--- src/rtl/vga_cvi_pkg.sv ---
// vga_cvi_pkg: shared FSM states, XGA timing constants and FIFO entry sizing for the CVI capture path
package vga_cvi_pkg;
  typedef enum logic [1:0] {SEEK, ARMED, ACTIVE, DROP} cvi_state_t;
  localparam int XGA_H_ACTIVE = 1024;
  localparam int XGA_V_ACTIVE = 768;
  function automatic int entry_w(input int data_w);
    return data_w + 2;
  endfunction
endpackage

--- src/rtl/vga_cvi_fifo.sv ---
// vga_cvi_fifo: synchronous first-word-fall-through FIFO with full/empty flags
// ports: clk, reset (sync, active-high); wr_en/wr_data push; rd_en pops the entry shown on rd_data;
// full/empty flags. A write while full is accepted when a read happens in the same cycle.
module vga_cvi_fifo #(
  parameter int W = 26,
  parameter int DEPTH = 16
) (
  input  logic         clk,
  input  logic         reset,
  input  logic         wr_en,
  input  logic [W-1:0] wr_data,
  input  logic         rd_en,
  output logic [W-1:0] rd_data,
  output logic         full,
  output logic         empty
);
  localparam int AW = $clog2(DEPTH);
  logic [W-1:0] mem_q [DEPTH];
  logic [AW-1:0] wp_q, wp_d, rp_q, rp_d;
  logic [AW:0] cnt_q, cnt_d;
  logic do_wr, do_rd;
  assign full = cnt_q == (AW+1)'(DEPTH);
  assign empty = cnt_q == '0;
  assign rd_data = mem_q[rp_q];
  always_comb begin
    do_rd = rd_en & ~empty;
    do_wr = wr_en & (~full | do_rd);
    wp_d = wp_q + AW'(do_wr);
    rp_d = rp_q + AW'(do_rd);
    cnt_d = cnt_q + (AW+1)'(do_wr) - (AW+1)'(do_rd);
  end
  always_ff @(posedge clk) begin
    if (reset) begin
      wp_q <= '0;
      rp_q <= '0;
      cnt_q <= '0;
    end else begin
      wp_q <= wp_d;
      rp_q <= rp_d;
      cnt_q <= cnt_d;
    end
  end
  always_ff @(posedge clk) begin
    if (do_wr) mem_q[wp_q] <= wr_data;
  end
endmodule

--- src/rtl/vga_cvi_capture.sv ---
// vga_cvi_capture: clocked-video input to Avalon-ST pixel stream with sop/eop framing and FIFO backpressure
// ports: clk, reset (sync, active-high); capture_en arms capture on the next vsync edge;
// vid_data/vid_datavalid/vid_h_sync/vid_v_sync parallel video in; dout_* stream out with ready;
// status_clr clears sticky overflow; frame_err pulses on a short frame; frame_cnt counts completed
// frames; meas_width/meas_height report measured geometry when VGA_CVI_MEASURE_EN is defined (else 0).
module vga_cvi_capture import vga_cvi_pkg::*; #(
  parameter int H_ACTIVE = XGA_H_ACTIVE,
  parameter int V_ACTIVE = XGA_V_ACTIVE,
  parameter int DATA_W = 24,
  parameter int FIFO_DEPTH = 16,
  parameter bit SYNC_ACTIVE_LOW = 1'b1
) (
  input  logic              clk,
  input  logic              reset,
  input  logic              capture_en,
  input  logic [DATA_W-1:0] vid_data,
  input  logic              vid_datavalid,
  input  logic              vid_h_sync,
  input  logic              vid_v_sync,
  output logic [DATA_W-1:0] dout_data,
  output logic              dout_valid,
  input  logic              dout_ready,
  output logic              dout_sop,
  output logic              dout_eop,
  input  logic              status_clr,
  output logic              overflow,
  output logic              frame_err,
  output logic [15:0]       frame_cnt,
  output logic [15:0]       meas_width,
  output logic [15:0]       meas_height
);
  localparam int PIXELS = H_ACTIVE * V_ACTIVE;
  localparam int PIX_W = PIXELS < 2 ? 1 : $clog2(PIXELS);
  localparam logic [PIX_W-1:0] LAST = PIX_W'(PIXELS - 1);
  localparam int EW = entry_w(DATA_W);
  logic [DATA_W-1:0] data_q, data_d;
  logic dv_q, dv_d, vs_q, vs_d, vs_prev_q, vs_prev_d, vs_edge;
  cvi_state_t state_q, state_d;
  logic [PIX_W-1:0] pix_q, pix_d;
  logic [15:0] fcnt_q, fcnt_d;
  logic ovf_q, ovf_d, ovf_set, ferr_q, ferr_d;
  logic wr_en, wr_sop, wr_eop, can_wr, fifo_full, fifo_empty;
  logic [EW-1:0] rd_entry;
  vga_cvi_fifo #(.W(EW), .DEPTH(FIFO_DEPTH)) u_fifo (
    .clk(clk),
    .reset(reset),
    .wr_en(wr_en),
    .wr_data({wr_eop, wr_sop, data_q}),
    .rd_en(dout_ready),
    .rd_data(rd_entry),
    .full(fifo_full),
    .empty(fifo_empty)
  );
  assign dout_valid = ~fifo_empty;
  assign dout_data = rd_entry[DATA_W-1:0];
  assign dout_sop = dout_valid & rd_entry[DATA_W];
  assign dout_eop = dout_valid & rd_entry[DATA_W+1];
  assign overflow = ovf_q;
  assign frame_err = ferr_q;
  assign frame_cnt = fcnt_q;
  // syncs are stored as "asserted" so reset leaves them deasserted and cannot fake an edge
  assign vs_edge = vs_q & ~vs_prev_q;
  // a full FIFO still accepts a write when the head is being popped this cycle
  assign can_wr = ~fifo_full | dout_ready;
  always_comb begin
    data_d = vid_data;
    dv_d = vid_datavalid;
    vs_d = vid_v_sync ^ SYNC_ACTIVE_LOW;
    vs_prev_d = vs_q;
    state_d = state_q;
    pix_d = pix_q;
    fcnt_d = fcnt_q;
    ovf_set = 1'b0;
    ferr_d = 1'b0;
    wr_en = 1'b0;
    wr_sop = 1'b0;
    wr_eop = 1'b0;
    unique case (state_q)
      SEEK: if (vs_edge && capture_en) begin
        state_d = ARMED;
        pix_d = '0;
      end
      ARMED, ACTIVE: if (vs_edge) begin
        ferr_d = state_q == ACTIVE;
        pix_d = '0;
        state_d = ARMED;
      end else if (dv_q) begin
        if (!can_wr) begin
          ovf_set = 1'b1;
          state_d = DROP;
        end else begin
          wr_en = 1'b1;
          wr_sop = state_q == ARMED;
          wr_eop = pix_q == LAST;
          pix_d = wr_eop ? '0 : pix_q + 1'b1;
          fcnt_d = fcnt_q + 16'(wr_eop);
          state_d = wr_eop ? SEEK : ACTIVE;
        end
      end
      DROP: if (vs_edge) begin
        state_d = ARMED;
        pix_d = '0;
      end
      default: state_d = SEEK;
    endcase
    ovf_d = ovf_set | (ovf_q & ~status_clr);
  end
  always_ff @(posedge clk) begin
    if (reset) begin
      data_q <= '0;
      dv_q <= 1'b0;
      vs_q <= 1'b0;
      vs_prev_q <= 1'b0;
      state_q <= SEEK;
      pix_q <= '0;
      fcnt_q <= '0;
      ovf_q <= 1'b0;
      ferr_q <= 1'b0;
    end else begin
      data_q <= data_d;
      dv_q <= dv_d;
      vs_q <= vs_d;
      vs_prev_q <= vs_prev_d;
      state_q <= state_d;
      pix_q <= pix_d;
      fcnt_q <= fcnt_d;
      ovf_q <= ovf_d;
      ferr_q <= ferr_d;
    end
  end
`ifdef VGA_CVI_MEASURE_EN
  logic hs_q, hs_d, hs_prev_q, hs_prev_d, hs_edge, line_nz;
  logic [15:0] line_q, line_d, lines_q, lines_d, lines_eff, mw_q, mw_d, mh_q, mh_d;
  assign meas_width = mw_q;
  assign meas_height = mh_q;
  always_comb begin
    hs_d = vid_h_sync ^ SYNC_ACTIVE_LOW;
    hs_prev_d = hs_q;
    hs_edge = hs_q & ~hs_prev_q;
    line_nz = line_q != '0;
    // a line closed by the hsync edge in the same cycle as vsync still belongs to the ending frame
    lines_eff = lines_q + 16'(hs_edge & line_nz);
    line_d = hs_edge ? 16'(dv_q) : line_q + 16'(dv_q);
    mw_d = hs_edge && line_nz ? line_q : mw_q;
    lines_d = vs_edge ? '0 : lines_eff;
    mh_d = vs_edge ? lines_eff : mh_q;
  end
  always_ff @(posedge clk) begin
    if (reset) begin
      hs_q <= 1'b0;
      hs_prev_q <= 1'b0;
      line_q <= '0;
      lines_q <= '0;
      mw_q <= '0;
      mh_q <= '0;
    end else begin
      hs_q <= hs_d;
      hs_prev_q <= hs_prev_d;
      line_q <= line_d;
      lines_q <= lines_d;
      mw_q <= mw_d;
      mh_q <= mh_d;
    end
  end
`else
  logic unused_hs;
  assign unused_hs = vid_h_sync;
  assign meas_width = '0;
  assign meas_height = '0;
`endif
endmodule
--- config.mk ---
export PLATFORM = sky130hd
export DESIGN_NAME = vga_cvi_capture
export DESIGN_NICKNAME = d
export VERILOG_FILES = /design/src/rtl/vga_cvi_pkg.sv /design/src/rtl/vga_cvi_fifo.sv /design/src/rtl/vga_cvi_capture.sv
export SDC_FILE = /design/constraint.sdc
export NUM_CORES = 1
export LEC_CHECK = 0
export BUFFER_PORTS_ARGS = -buffer_cell sky130_fd_sc_hd__buf_2
export CAP_MARGIN = 20
export CORE_AREA = 4 4 224 171
export DETAILED_ROUTE_END_ITERATION = 7
export DIE_AREA = 0 0 228 175
export PLACE_DENSITY = 0.71
export SLEW_MARGIN = 10
export SYNTH_ARGS = -nofsm -noshare
export SYNTH_HDL_FRONTEND = slang
export SYNTH_SLANG_ARGS = --single-unit
--- constraint.sdc ---
create_clock -name clk -period 8.14 [get_ports clk]
set_clock_uncertainty 0.1 [all_clocks]
set_input_delay 0.407 -clock clk [delete_from_list [all_inputs] [get_ports clk]]
set_output_delay 0.407 -clock clk [all_outputs]
set_load 0.02 [all_outputs]
# --- Word-level counts from Yosys, hierarchy flattened ---
# Memory sizes are Yosys's and may differ from the RTL's. A register that Yosys moved wholly into a read port is not among the register bits.
# Index checks and enable logic that the tools add are counted.
classes:
  addsub: 6
  n_eq_ne: 9
  n_mux: 33
  bitwise: 16
  reduce_logical: 8
op_table:
  columns: ["operator", "n"]
  rows:
  - ["two-way mux 20 bit", 6]
  - ["one-hot mux 20 bit (3 select lines)", 1]
  - ["adder 20 x 1 -> 20 bit, second input constant", 1]
  - ["equality test 20 bit, second input constant", 1]
  - ["two-way mux 1 bit", 18]
  - ["adder 16 x 1 -> 16 bit", 1]
  - ["two-way mux 2 bit", 6]
  - ["adder 4 x 1 -> 4 bit", 2]
  - ["AND reduction 4 bit", 2]
  - ["NOT 1 bit", 7]
  - ["bitwise AND 1 bit", 6]
  - ["inequality test 3 bit, second input constant", 2]
  - ["one-hot mux 2 bit (3 select lines)", 1]
  - ["adder 5 x 1 -> 5 bit", 1]
  - ["equality test 5 bit, second input constant", 1]
  - ["zero test 5 bit", 1]
  - ["subtractor 5 x 1 -> 5 bit", 1]
  - ["equality test 2 bit, second input constant", 2]
  - ["two-way mux 4 bit", 1]
  - ["inequality test 2 bit, second input constant", 2]
  - ["bitwise OR 1 bit", 3]
  - ["AND reduction 3 bit", 1]
  - ["OR reduction 3 bit", 1]
  - ["equality test 2 x 1 -> 1 bit, second input constant", 1]
  - ["other kinds (3)", 3]
totals:
  regBits: 80
  ramBits: 416
  inputBits: 32
  word_cells: 85
  memories: 1
memory_table:
  columns: ["memory", "depth", "word_bits", "rd", "rd_ports_with_merged_regs", "wr", "line", "text"]
  rows:
  - ["u_fifo.mem_q", 16, 26, 1, 1, 1, "vga_cvi_fifo.sv:18", "logic [W-1:0] mem_q [DEPTH];"]

# --- Depth between registers and ports, before layout ---
# Gate-level depths: netlist of the first run.
depth:
  word_depth: 10
  depth_mapped: 14
  depth_no_buf: 14

# --- By module ---
# From an unflattened synthesis of the first run, not the netlist that was laid out.
hier_totals:
  hier_cells: 1061
  area_unflattened_um2: 19542.5
by_module_without_submodules:
  columns: ["module", "instances", "cells_per_inst", "area_each_um2"]
  rows:
  - ["vga_cvi_fifo", 1, 732, 16530.9]
  - ["vga_cvi_capture", 1, 329, 3011.6]

# --- Worst setup path before layout of the first run ---
# Ideal clock, no wire load.
synth_timing:
  kind: "reg2reg"
  start: "reg state_q[0]"
  end: "mem u_fifo.mem_q[6][0] (enable)"
  arrival_time_ns: 3.458
  setup_slack_ns: 4.140
  stages_incl_launch_ff: 8
  synth_period_minus_slack_ns: 4.000
  path_cell_list: "dfxtp_1 inv_1 ha_1 inv_1 a2111oi_4 buf_2 nand3_1 nor3_1"
synth_via:
  elab_chain_len: 6
  word_cells_on_any_way: 7
  cone_classes: "eq/ne (2); mux (3); bitwise (1); reduce/logical (1)"
synth_lines:
  columns: ["element", "line", "text"]
  rows:
  - ["from (decl)", "vga_cvi_capture.sv:38", "cvi_state_t state_q, state_d;"]
  - ["from (signal assigned)", "vga_cvi_capture.sv:124", "state_q <= state_d;"]
  - ["equality test 2 bit / equality test 2 x 1 -> 1 bit (equally long branches)", "vga_cvi_capture.sv:78", "unique case (state_q)"]
  - ["OR reduction 2 bit *", "vga_cvi_capture.sv:78", null]
  - ["two-way mux 1 bit *", "vga_cvi_capture.sv:78", null]
  - ["bitwise AND 1 bit *", "vga_cvi_fifo.sv:27", "do_wr = wr_en & (~full | do_rd);"]
  - ["two-way mux 1 bit *", "vga_cvi_fifo.sv:44", "if (do_wr) mem_q[wp_q] <= wr_data;"]
  - ["two-way mux 1 bit (not written as such) *", "vga_cvi_fifo.sv:44", null]
  - ["to (decl)", "vga_cvi_fifo.sv:18", null]
# Mark *: on every way between the ends. The rest lies on a longest branch, timed or not.

==> results of run 1 <==
worst max-delay path: stages, from the launching register on:
cell,delay (ns)
sky130_fd_sc_hd__dfxtp_4,0.88
sky130_fd_sc_hd__buf_4,0.79
sky130_fd_sc_hd__mux4_2,0.42
sky130_fd_sc_hd__mux4_2,0.47
sky130_fd_sc_hd__nor2b_1,0.18
sky130_fd_sc_hd__buf_2,0.20
final timing paths:
check             startpoint              end  cells past startpoint
max           u_fifo.rp_q[1]         dout_eop                      5
min              vid_data[0]        data_q[0]                      2
max reg2reg  u_fifo.cnt_q[2]  u_fifo.cnt_q[4]                     14
min reg2reg        vs_prev_d        vs_prev_q                      1
through the flow:
stage | power, mW | utilization
final | 6.225 | 0.6173
after global routing | 6.497 | 0.6173
after CTS | 6.280 | 0.6163
after detailed placement | 3.991 | 0.5652
after global placement | 3.980 | 0.5650
after floorplan | 3.746 | -
power by group:
part | total (mW) | switching (mW) | internal, mW
combinational | 1.05 | 0.517 | 0.531
clock | 2.29 | 0.894 | 1.40
sequential | 2.89 | 0.0944 | 2.79
total | 6.23 | 1.51 | 4.72
sequential cells by signal, summed over array words and instances (netlist names):
name,count
frame_err,1
u_fifo.mem_q,416
dv_q,1
vs_prev_q,1
pix_q,20
u_fifo.cnt_q,5
overflow,1
u_fifo.rp_q,4
state_q,2
data_q,24
vs_prev_d,1
u_fifo.wp_q,4
frame_cnt,16
cells in the final DEF (no fill, tap or decap), types with 16 or more instances in the layout:
master	synthesis	routed
sky130_fd_sc_hd__clkbuf_16	0	46
sky130_fd_sc_hd__nor2_1	48	36
sky130_fd_sc_hd__inv_1	16	16
sky130_fd_sc_hd__conb_1	1	32
sky130_fd_sc_hd__nor2b_1	40	40
sky130_fd_sc_hd__dfxtp_1	80	76
sky130_fd_sc_hd__edfxtp_1	416	416
sky130_fd_sc_hd__buf_4	32	22
sky130_fd_sc_hd__ha_1	17	17
sky130_fd_sc_hd__a21oi_1	20	20
sky130_fd_sc_hd__dlygate4sd3_1	0	20
sky130_fd_sc_hd__mux4_2	130	130
sky130_fd_sc_hd__xor2_1	19	19
sky130_fd_sc_hd__buf_2	12	75
sky130_fd_sc_hd__nand2_1	20	20
final cells by class:
cell class	instances	area, um2
fillers	2463	13700
well taps	465	581.8
flip-flops and latches	496	14100
clock inverters	20	350.3
clock buffers	64	1289
repair buffers	118	760.7
multi-input cells	440	4961
inverters	16	60.06
cell families after synthesis:
kind of cell / count (synthesis) / share of synthesized area
mux: 132 / 0.1528
flops: 496 / 0.7304
fa+ha+maj: 18 / 0.01206
other cells: 1 / 0.0001944
buf+inv: 90 / 0.02451
xor+xnor: 26 / 0.01180
compound gates: 42 / 0.01401
simple gates: 190 / 0.05421
cells in the mapped netlist, drive strengths merged:
library cell | count | area share
clkbuf | 25 | 0.0049
a21oi | 20 | 0.0052
and2 | 5 | 0.0016
conb | 1 | 0.00019
a21o | 1 | 0.00039
or3 | 10 | 0.0032
nor3 | 8 | 0.0021
a211oi | 1 | 0.00039
mux4 | 130 | 0.15
nand3 | 15 | 0.0044
inv | 16 | 0.0031
and4 | 2 | 0.00091
xnor2 | 7 | 0.0032
o21ai | 10 | 0.0026
nand4b | 2 | 0.00091
nor4b | 1 | 0.00078
nand4 | 13 | 0.0045
dfxtp | 80 | 0.083
nand2b | 3 | 0.00097
fa | 1 | 0.0010
a32oi | 2 | 0.00091
a2111oi | 1 | 0.0014
a31oi | 1 | 0.00032
nand2 | 20 | 0.0039
ha | 17 | 0.011
nor4 | 3 | 0.00097
o32ai | 1 | 0.00084
edfxtp | 416 | 0.65
nor2b | 41 | 0.014
or2 | 1 | 0.00032
o211ai | 1 | 0.00039
buf | 49 | 0.017
xor2 | 19 | 0.0086
or4 | 5 | 0.0019
nand3b | 3 | 0.0012
nor3b | 3 | 0.0012
nor2 | 48 | 0.0093
mux2i | 2 | 0.0010
and3 | 7 | 0.0023
o31ai | 3 | 0.0012
o21bai | 1 | 0.00039
what timing repair did:
action	in CTS	in global routing
hold buffers	19	1
setup endpoints to repair	0	0
endpoints found under the hold margin	19	1
routing by layer:
| metal | GRT usage | vias up |
|---|---|---|
| met5 | 0 | - |
| met2 | 0.3109 | 344 |
| met3 | 0.03471 | 51 |
| met4 | 0.04105 | 0 |
| li1 | - | 4158 |
| met1 | 0.2853 | 4917 |
==> flow_metrics.py, run 1 <==
metrics = {
    "outcome": {
        "outcome": "completed",
    },
    "critical_path": {
        "critical_path_peak_fanout": 55,
        "worst-r2r-setup-slack_ns": 4.55,
        "arrival_time_reported_for_the_critical_path_endpoint_ns": 3.54,
        "setup.worst_path.class": "flip-flop to output pin",
        "timing.critical_path.from_type": "flip-flop",
        "worstPathRequired_ns": 7.63,
        "end_kind": "output pin",
    },
    "clock_tree": {
        "cts_tree": "built",
        "cts_repair_resize_count": 0,
        "cts.root.buffer_cell": "sky130_fd_sc_hd__clkbuf_16",
        "clk-insertion-delay-late_ns": 0.55,
        "cts.repair_timing.setup_buffer_count": 0,
        "max-clock-path-buffers": 3,
        "clock_tree.htree_level_count": 2,
        "cts_sinks": 496,
        "tritoncts.num_buffers": 45,
        "worst_path_clk_slew_ns": 0.06,
    },
    "drt": {
        "routed_via_density": 5.849,
        "top_signal_layer_used": "met4",
        "dr_total_vias": 9470,
        "dr.first_iter.drc_count": 828,
        "ant_nets": 0,
        "avgRoutedWirePerCell_um": 23.70,
        "firstDrtPassIters": 5,
        "drt-met1-wl_um": 16270,
        "detailroute.wirelength.met2_um": 18740,
        "met3RoutedLength_um": 2736,
        "post-route-drc-count": 0,
        "route.final.wire_length_um": 38370,
    },
    "die": {
        "fp.dieArea_mm2": 0.03990,
        "io_pins": 109,
        "floorplan.core_area_mm2": 0.03581,
        "initial_utilization": 0.5388,
        "fp.dieW_um": 228,
        "die-height_um": 175,
        "rows": 60,
    },
    "cells_and_area": {
        "insertedDiodeCount": 0,
        "layout-drive-gt1-share": 0.2851,
        "layoutNonFillerInstCount": 1619,
        "area_delta_synth_final_pct": 14.57,
        "num-nets-final": 1167,
        "final_design_area_no_fill_mm2": 0.02211,
    },
    "grt": {
        "global_route.usage.total": 0.1939,
        "grt_pass1_vias": 9432,
        "largest_net_degree_at_the_start_of_global_routing": 67,
        "grt-ovfl-total": 0,
        "first_pass_grt_wire_length_um": 58660,
        "initial_antenna_violation_count": 0,
    },
    "timing": {
        "finalMaxSlewViolations": 0,
        "layout_setup_ws_ns": 4.089,
        "setup-tns-final_ns": 0,
        "finalSetupViolCount": 0,
        "worst_slew_pin_slew_ns": 1.102,
        "rsz_0062_raised_after_global_routing": "no",
        "hold_slack_ns": 0.01741,
        "max_freq_mhz": 246.9,
        "relSlewSlack": 0.2638,
        "min_period_ns": 4.051,
        "period_share": 0.4976,
        "finalHoldViolations": 0,
    },
    "placement": {
        "port_buffers": 75,
        "numPlacedInstances": 1513,
        "detailedPlacementHpwl_um": 20270,
        "dp_worst_setup_slack_ns": 4.472,
        "dpl_cell_area_mm2": 0.02024,
        "gp_congestion": 0.7643,
    },
    "logic_synthesis": {
        "post_syn_area_per_cell_um2": 19.39,
        "synthesis.yosys.warnings": 0,
        "seq_area_frac_synth": 0.7304,
        "syn_inst": 995,
        "synth_cell_types": 46,
        "synth.cell_area_mm2": 0.01929,
        "synth.ff_latch_count": 496,
    },
    "pwr": {
        "ir_drop_uv": 185.1,
        "power_leakage_nw": 7.282,
        "power_density_mw_per_mm2": 281.6,
    },
    "job": {
        "cap_viol_max_count": 0,
    },
    "worst_hold_path": {
        "hold_path_class": "input port to flip-flop",
    },
}
(Power assumes the default switching activity.)
==> run 2, diff against run 1 <==
--- a/config.mk
+++ b/config.mk
@@ -5,12 +5,13 @@
 export SDC_FILE = /design/constraint.sdc
 export NUM_CORES = 1
 export LEC_CHECK = 0
+export ABC_AREA = 1
 export BUFFER_PORTS_ARGS = -buffer_cell sky130_fd_sc_hd__buf_2
 export CAP_MARGIN = 20
-export CORE_AREA = 4 4 224 171
+export CORE_AREA = 4 4 230 176
 export DETAILED_ROUTE_END_ITERATION = 7
-export DIE_AREA = 0 0 228 175
-export PLACE_DENSITY = 0.71
+export DIE_AREA = 0 0 234 180
+export PLACE_DENSITY = 0.74
 export SLEW_MARGIN = 10
 export SYNTH_ARGS = -nofsm -noshare
 export SYNTH_HDL_FRONTEND = slang
==> constraint.sdc (replaced) <==
create_clock -name clk -period 3.52 [get_ports clk]
set_clock_uncertainty 0.1 [all_clocks]
set_input_delay 0.176 -clock clk [delete_from_list [all_inputs] [get_ports clk]]
set_output_delay 0.176 -clock clk [all_outputs]
set_load 0.02 [all_outputs]
==> run 2 against run 1 <==
Compared with the run above: clock-buffer cell count stayed put; worst hold slack gained 0.0060 ns; utilization down 1.2 points; power up 140%; critical path type is now flip-flop to flip-flop; critical endpoint is now u_fifo.mem_q[14][10].
==> flow_metrics.py, run 2 <==
metrics = {
    "cells_and_area": {
        "fillerInstances": 2908,
        "area_delta_synth_final_pct": 13.16,
        "largest_reg_flops": 416,
        "layout_commonest_cell": "sky130_fd_sc_hd__edfxtp_1",
        "register_area_mm2": 0.01410,
        "insertedDiodeCount": 0,
        "largestRegisters": "u_fifo.mem_q: 416 flops, data_q: 24 flops, pix_q: 20 flops",
        "layout-drive-gt1-share": 0.1325,
        "post-route-util": 0.6051,
        "num-nets-final": 1871,
        "layoutNonFillerInstCount": 2369,
        "max_flop_register": "u_fifo.mem_q",
        "final_design_area_no_fill_mm2": 0.02305,
        "layout_common_cells": "sky130_fd_sc_hd__edfxtp_1 (416), sky130_fd_sc_hd__nor2_1 (303), sky130_fd_sc_hd__o21ai_0 (205), sky130_fd_sc_hd__nand2_1 (158), sky130_fd_sc_hd__inv_1 (98)",
        "multi_input_area_mm2": 0.005371,
    },
    "pwr": {
        "ir_drop_uv": 498.7,
        "power_density_mw_per_mm2": 642.0,
        "totalPowerFinal_mw": 14.80,
        "power_leakage_nw": 8.094,
    },
    "logic_synthesis": {
        "synth_ff_type": "sky130_fd_sc_hd__edfxtp_1",
        "yosys-top-cells-area": "sky130_fd_sc_hd__edfxtp_1 (61%), sky130_fd_sc_hd__dfxtp_1 (7.9%), sky130_fd_sc_hd__nor2_1 (5.9%)",
        "synth_top_area_share": 0.6134,
        "seq_area_frac_synth": 0.6920,
        "synthesis.yosys.warnings": 0,
        "yosysMostFrequentCell": "sky130_fd_sc_hd__edfxtp_1",
        "syn_inst": 1730,
        "synth_area_leader_cell": "sky130_fd_sc_hd__edfxtp_1",
        "asyncSetResetFlopFracSynth": 0,
        "ys_top_cells_by_count": "sky130_fd_sc_hd__edfxtp_1 (416), sky130_fd_sc_hd__nor2_1 (319), sky130_fd_sc_hd__o21ai_0 (205)",
        "synth.cell_area_mm2": 0.02037,
        "synth-edff-count": 416,
        "synth.ff_latch_count": 496,
        "synth_cell_types": 45,
        "post_syn_area_per_cell_um2": 11.77,
    },
    "grt": {
        "global_route.usage.total": 0.2199,
        "initial_antenna_violation_count": 1,
        "grt_pass1_vias": 13100,
        "first_pass_grt_wire_length_um": 72620,
        "grt-ovfl-total": 0,
        "largest_net_degree_at_the_start_of_global_routing": 144,
    },
    "timing": {
        "max_freq_mhz": 332.4,
        "setup-tns-final_ns": 0,
        "finalMaxSlewViolations": 0,
        "period_share": 0.8546,
        "min_period_ns": 3.008,
        "finalSetupViolCount": 0,
        "finalHoldViolations": 0,
        "worst_slew_pin_slew_ns": 1.075,
        "relSlewSlack": 0.2823,
        "rsz_0062_raised_after_global_routing": "no",
    },
    "die": {
        "die-height_um": 180,
        "fp.dieArea_mm2": 0.04212,
        "fp.dieW_um": 234,
        "floorplan.core_area_mm2": 0.03809,
        "io_pins": 109,
        "rows": 62,
        "initial_utilization": 0.5347,
    },
    "drt": {
        "ant_nets": 0,
        "avgRoutedWirePerCell_um": 19.78,
        "top_signal_layer_used": "met4",
        "post-route-drc-count": 0,
        "routed_via_density": 5.696,
        "dr.first_iter.drc_count": 1476,
        "dr_total_vias": 13490,
        "drt-met1-wl_um": 19540,
        "firstDrtPassIters": 5,
        "met3RoutedLength_um": 3946,
        "route.final.wire_length_um": 46860,
        "detailroute.wirelength.met2_um": 22350,
    },
    "placement": {
        "numPlacedInstances": 2257,
        "dpl_cell_area_mm2": 0.02126,
        "port_buffers": 75,
        "detailedPlacementHpwl_um": 25700,
        "gp_congestion": 0.8764,
    },
    "clock_tree": {
        "max-clock-path-buffers": 3,
        "worst_path_clk_slew_ns": 0.06,
        "clock_tree.htree_level_count": 2,
        "cts_tree": "built",
        "cts.root.buffer_cell": "sky130_fd_sc_hd__clkbuf_16",
        "cts_sinks": 496,
        "clk-insertion-delay-late_ns": 0.55,
        "cts.repair_timing.setup_buffer_count": 0,
        "tritoncts.num_buffers": 47,
    },
    "worst_hold_path": {
        "hold_path_class": "input port to flip-flop",
    },
    "critical_path": {
        "critical_path_peak_fanout": 26,
        "arrival_time_reported_for_the_critical_path_endpoint_ns": 3.10,
        "timing.critical_path.from_type": "flip-flop",
        "setup.worst_path.class": "flip-flop to flip-flop",
        "worstPathRequired_ns": 3.61,
        "end_kind": "flip-flop",
    },
    "job": {
        "cap_viol_max_count": 0,
    },
    "outcome": {
        "outcome": "completed",
    },
}
==> run 2: layout make-up <==
cell class                      count  area share
Sequential cell                   496      0.6119
Multi-Input combinational cell   1029      0.2331
Clock buffer                       64     0.05554
Timing Repair Buffer              140     0.04365
Tap cell                          512     0.02780
Inverter                          107     0.01786
Clock inverter                     21     0.01015
==> run 2: cells by family (layout without fill, tap and decap cells) <==
group	count (synthesis)	count (layout)	synth area share
flops	496	496	0.6920
xor+xnor	10	10	0.004300
simple gates	610	610	0.1295
buf+inv	236	332	0.05584
other cells	1	32	0.0001841
compound gates	359	359	0.1067
fa+ha+maj	18	18	0.01143
==> run 2: path summary, 6_finish.rpt <==
check	from	endpoint	slack [ns]	cells after the start
worst max-delay path	state_q[1]	u_fifo.mem_q[14][10]	0.51	9
worst min-delay path	dout_ready	u_fifo.rp_q[0]	0.02	6
worst max register to register	state_q[1]	u_fifo.mem_q[14][10]	0.51	9
worst min register to register	overflow	overflow	0.36	2
==> run 2: through the flow <==
stage | setup WS [ns] | hold WS, ns
2_1_floorplan | 0.4643 | 0.1427
3_3_place_gp | 0.6313 | 0.2261
3_5_place_dp | 0.5157 | 0.2287
4_1_cts | 0.5026 | 0.01040
5_1_grt | 0.3345 | 0.06985
6_report | 0.5119 | 0.02339
==> run 2: repair_timing <==
item	CTS	global route
setup endpoints to repair	0	0
gates resized for setup	0	0
hold buffers	27	0
endpoints found under the hold margin	27	0
==> run 2: where the power goes <==
| part | internal [mW] | total, mW | switching [mW] | leakage [nW] |
|---|---|---|---|---|
| Combinational | 0.984 | 3.22 | 2.24 | 2.89 |
| Sequential | 6.44 | 6.57 | 0.128 | 4.46 |
| Clock | 2.91 | 5.00 | 2.09 | 0.742 |
==> run 2: critical path, cell delays in order (launching register included) <==
cell	delay (ns)
sky130_fd_sc_hd__dfxtp_1	0.38
sky130_fd_sc_hd__inv_1	0.09
sky130_fd_sc_hd__ha_1	0.37
sky130_fd_sc_hd__nand2_4	0.11
sky130_fd_sc_hd__inv_4	0.14
sky130_fd_sc_hd__nand3_4	0.21
sky130_fd_sc_hd__inv_2	0.33
sky130_fd_sc_hd__nand3_2	0.28
sky130_fd_sc_hd__nor2_4	0.14
sky130_fd_sc_hd__buf_4	0.48
==> run 2: per-layer routing <==
metal	up-vias	global-route usage
met3	81	0.03528
met5	-	0
li1	6286	-
met4	0	0.06318
met1	6529	0.3127
met2	597	0.3536
==> run 3, diff against run 2 <==
--- a/config.mk
+++ b/config.mk
@@ -11,7 +11,7 @@
 export CORE_AREA = 4 4 230 176
 export DETAILED_ROUTE_END_ITERATION = 7
 export DIE_AREA = 0 0 234 180
-export PLACE_DENSITY = 0.74
+export PLACE_DENSITY = 0.71
 export SLEW_MARGIN = 10
 export SYNTH_ARGS = -nofsm -noshare
 export SYNTH_HDL_FRONTEND = slang
==> constraint.sdc (replaced) <==
create_clock -name clk -period 3.7 [get_ports clk]
set_clock_uncertainty 0.1 [all_clocks]
set_input_delay 0.185 -clock clk [delete_from_list [all_inputs] [get_ports clk]]
set_output_delay 0.185 -clock clk [all_outputs]
set_load 0.02 [all_outputs]
==> run 3 against run 2 <==
Compared with the run above: maximum frequency is 5.3% lower; via count hardly changed; utilization up 0.062 points; first-iteration DRC count rose by 2.0%; power fell by 5.4%; global-route usage up 0.45 points; flip-flop and latch count stayed put; non-clock buffer count decreased by 5; sequential power shrank 5.2%; critical path depth unchanged; worst hold slack better by 0.011 ns; critical path type unchanged.
==> flow_metrics.py, run 3 (synthesis gave the netlist of run 2 again) <==
metrics = {
    "outcome": {
        "outcome": "completed",
    },
    "pwr": {
        "ir_drop_uv": 593.4,
        "power_leakage_nw": 8.072,
        "power_density_mw_per_mm2": 606.9,
    },
    "timing": {
        "finalSetupViolCount": 0,
        "worst_slew_pin_slew_ns": 0.9954,
        "hold_slack_ns": 0.03430,
        "relSlewSlack": 0.3339,
        "finalMaxSlewViolations": 0,
        "finalHoldViolations": 0,
        "rsz_0062_raised_after_global_routing": "no",
        "min_period_ns": 3.175,
        "period_share": 0.8582,
        "setup-tns-final_ns": 0,
        "max_freq_mhz": 314.9,
    },
    "drt": {
        "post-route-drc-count": 0,
        "avgRoutedWirePerCell_um": 20.17,
        "ant_nets": 0,
        "routed_via_density": 5.698,
        "firstDrtPassIters": 5,
        "dr.first_iter.drc_count": 1506,
        "route.final.wire_length_um": 47730,
        "dr_total_vias": 13480,
    },
    "clock_tree": {
        "cts_tree": "built",
        "cts.root.buffer_cell": "sky130_fd_sc_hd__clkbuf_16",
        "clock_tree.htree_level_count": 2,
        "cts_sinks": 496,
        "worst_path_clk_slew_ns": 0.06,
        "clk-insertion-delay-late_ns": 0.56,
        "tritoncts.num_buffers": 47,
        "max-clock-path-buffers": 3,
        "cts_repair_resize_count": 0,
    },
    "die": {
        "floorplan.core_area_mm2": 0.03809,
        "fp.dieArea_mm2": 0.04212,
        "die-height_um": 180,
        "io_pins": 109,
        "initial_utilization": 0.5347,
        "rows": 62,
        "fp.dieW_um": 234,
    },
    "worst_hold_path": {
        "hold_path_class": "input port to flip-flop",
        "capture_endpoint_of_the_worst_hold_path": "state_q[1]",
        "worst_hold_path.num_cells": 8,
        "worstHoldStart": "capture_en",
    },
    "cells_and_area": {
        "layout_common_cells": "sky130_fd_sc_hd__edfxtp_1 (416), sky130_fd_sc_hd__nor2_1 (303), sky130_fd_sc_hd__o21ai_0 (205), sky130_fd_sc_hd__nand2_1 (158), sky130_fd_sc_hd__inv_1 (98)",
        "register_area_mm2": 0.01410,
        "largest_reg_flops": 416,
        "fillerInstances": 2994,
        "max_flop_register": "u_fifo.mem_q",
        "area_delta_synth_final_pct": 13.28,
        "insertedDiodeCount": 0,
        "layout-drive-gt1-share": 0.1300,
        "multi_input_area_mm2": 0.005371,
        "largestRegisters": "u_fifo.mem_q: 416 flops, data_q: 24 flops, pix_q: 20 flops",
        "num-nets-final": 1866,
        "layout_commonest_cell": "sky130_fd_sc_hd__edfxtp_1",
    },
    "critical_path": {
        "worst_path_dominant_cell_family": "simple AND/OR/NAND/NOR gates",
        "worstPathRequired_ns": 3.86,
        "slowest_delay_ns": 0.53,
        "critical_path.cell_chain": "inv_1, ha_1, nand2_4, inv_4, nand3_4, inv_2, nand3_2, nor2_4, buf_4",
        "critical_path_peak_fanout": 16,
        "worst-r2r-setup-slack_ns": 0.52,
        "end_kind": "flip-flop",
        "timing.critical_path.slowest_stage_cell": "sky130_fd_sc_hd__nor2_4",
        "r2r_cells": 9,
        "timing.critical_path.buf_inv": 4,
        "setup.worst_path.class": "flip-flop to flip-flop",
        "worst_r2r_endpoint": "u_fifo.mem_q[13][2]",
        "arrival_time_reported_for_the_critical_path_endpoint_ns": 3.33,
        "rr_startpoint": "state_q[0]",
        "timing.critical_path.from_type": "flip-flop",
    },
    "grt": {
        "global_route.usage.total": 0.2244,
        "grt-ovfl-total": 0,
        "largest_net_degree_at_the_start_of_global_routing": 210,
        "first_pass_grt_wire_length_um": 74200,
        "grt_pass1_vias": 12970,
        "initial_antenna_violation_count": 0,
    },
    "placement": {
        "gp_congestion": 0.8558,
        "port_buffers": 75,
        "detailedPlacementHpwl_um": 25890,
    },
    "job": {
        "cap_viol_max_count": 0,
    },
}
run 3: report_power, final:
| part | switching (mW) | total, mW | internal (mW) |
|---|---|---|---|
| clock | 2.03 | 4.71 | 2.68 |
| sequential | 0.104 | 6.23 | 6.13 |
| combinational | 2.15 | 3.05 | 0.908 |
| total | 4.28 | 14.0 | 9.72 |
run 3: worst reg2reg max path, stage by stage, from the launching register on:
cell	delay [ns]
sky130_fd_sc_hd__dfxtp_1	0.38
sky130_fd_sc_hd__inv_1	0.09
sky130_fd_sc_hd__ha_1	0.38
sky130_fd_sc_hd__nand2_4	0.11
sky130_fd_sc_hd__inv_4	0.15
sky130_fd_sc_hd__nand3_4	0.21
sky130_fd_sc_hd__inv_2	0.33
sky130_fd_sc_hd__nand3_2	0.27
sky130_fd_sc_hd__nor2_4	0.53
sky130_fd_sc_hd__buf_4	0.32
run 3: layout make-up:
cell class	instances	area share
Clock buffer	63	0.05624
Multi-Input combinational cell	1029	0.2328
Timing Repair Buffer	135	0.04469
Inverter	107	0.01784
Tap cell	512	0.02777
Sequential cell	496	0.6113
Clock inverter	24	0.009329
run 3: how the worst max path moves through the flow:
stage | from | endpoint | slack (ns) | cells past startpoint
2_1_floorplan | state_q[1] | u_fifo.mem_q[10][0] | 0.64 | 9
3_3_place_gp | state_q[1] | u_fifo.mem_q[13][18] | 0.66 | 9
3_5_place_dp | state_q[0] | u_fifo.mem_q[13][1] | 0.53 | 9
4_1_cts | state_q[0] | u_fifo.mem_q[13][2] | 0.53 | 9
5_1_grt | state_q[0] | u_fifo.mem_q[13][3] | 0.34 | 9
6_report | state_q[0] | u_fifo.mem_q[13][2] | 0.52 | 9
run 3: metrics by stage:
stage / power, mW / setup slack [ns] / cell area, um2 / utilization / std cells
3_5_place_dp: 9.377 / 0.5346 / 21290 / 0.5589 / 2252
4_1_cts: 14.08 / 0.5298 / 23070 / 0.6057 / 2366
2_1_floorplan: 8.595 / 0.6443 / 20480 / - / 1761
6_report: 14.00 / 0.5246 / 23070 / 0.6057 / 2366
5_1_grt: 14.67 / 0.3392 / 23070 / 0.6057 / 2366
3_3_place_gp: 9.297 / 0.6571 / 21290 / 0.5589 / 2252
run 3: metal layers:
layer | track usage | wire length, um | up-vias
met2 | 0.3547 | 22540 | 497
met1 | 0.3308 | 20850 | 6643
li1 | - | - | 6267
met4 | 0.05344 | 1014 | 0
met5 | 0 | 0 | -
met3 | 0.03449 | 3323 | 74
run 3: timing repair:
item                      CTS  global route
hold buffers               27             0
setup buffers               0             0
hold endpoints to repair   27             0
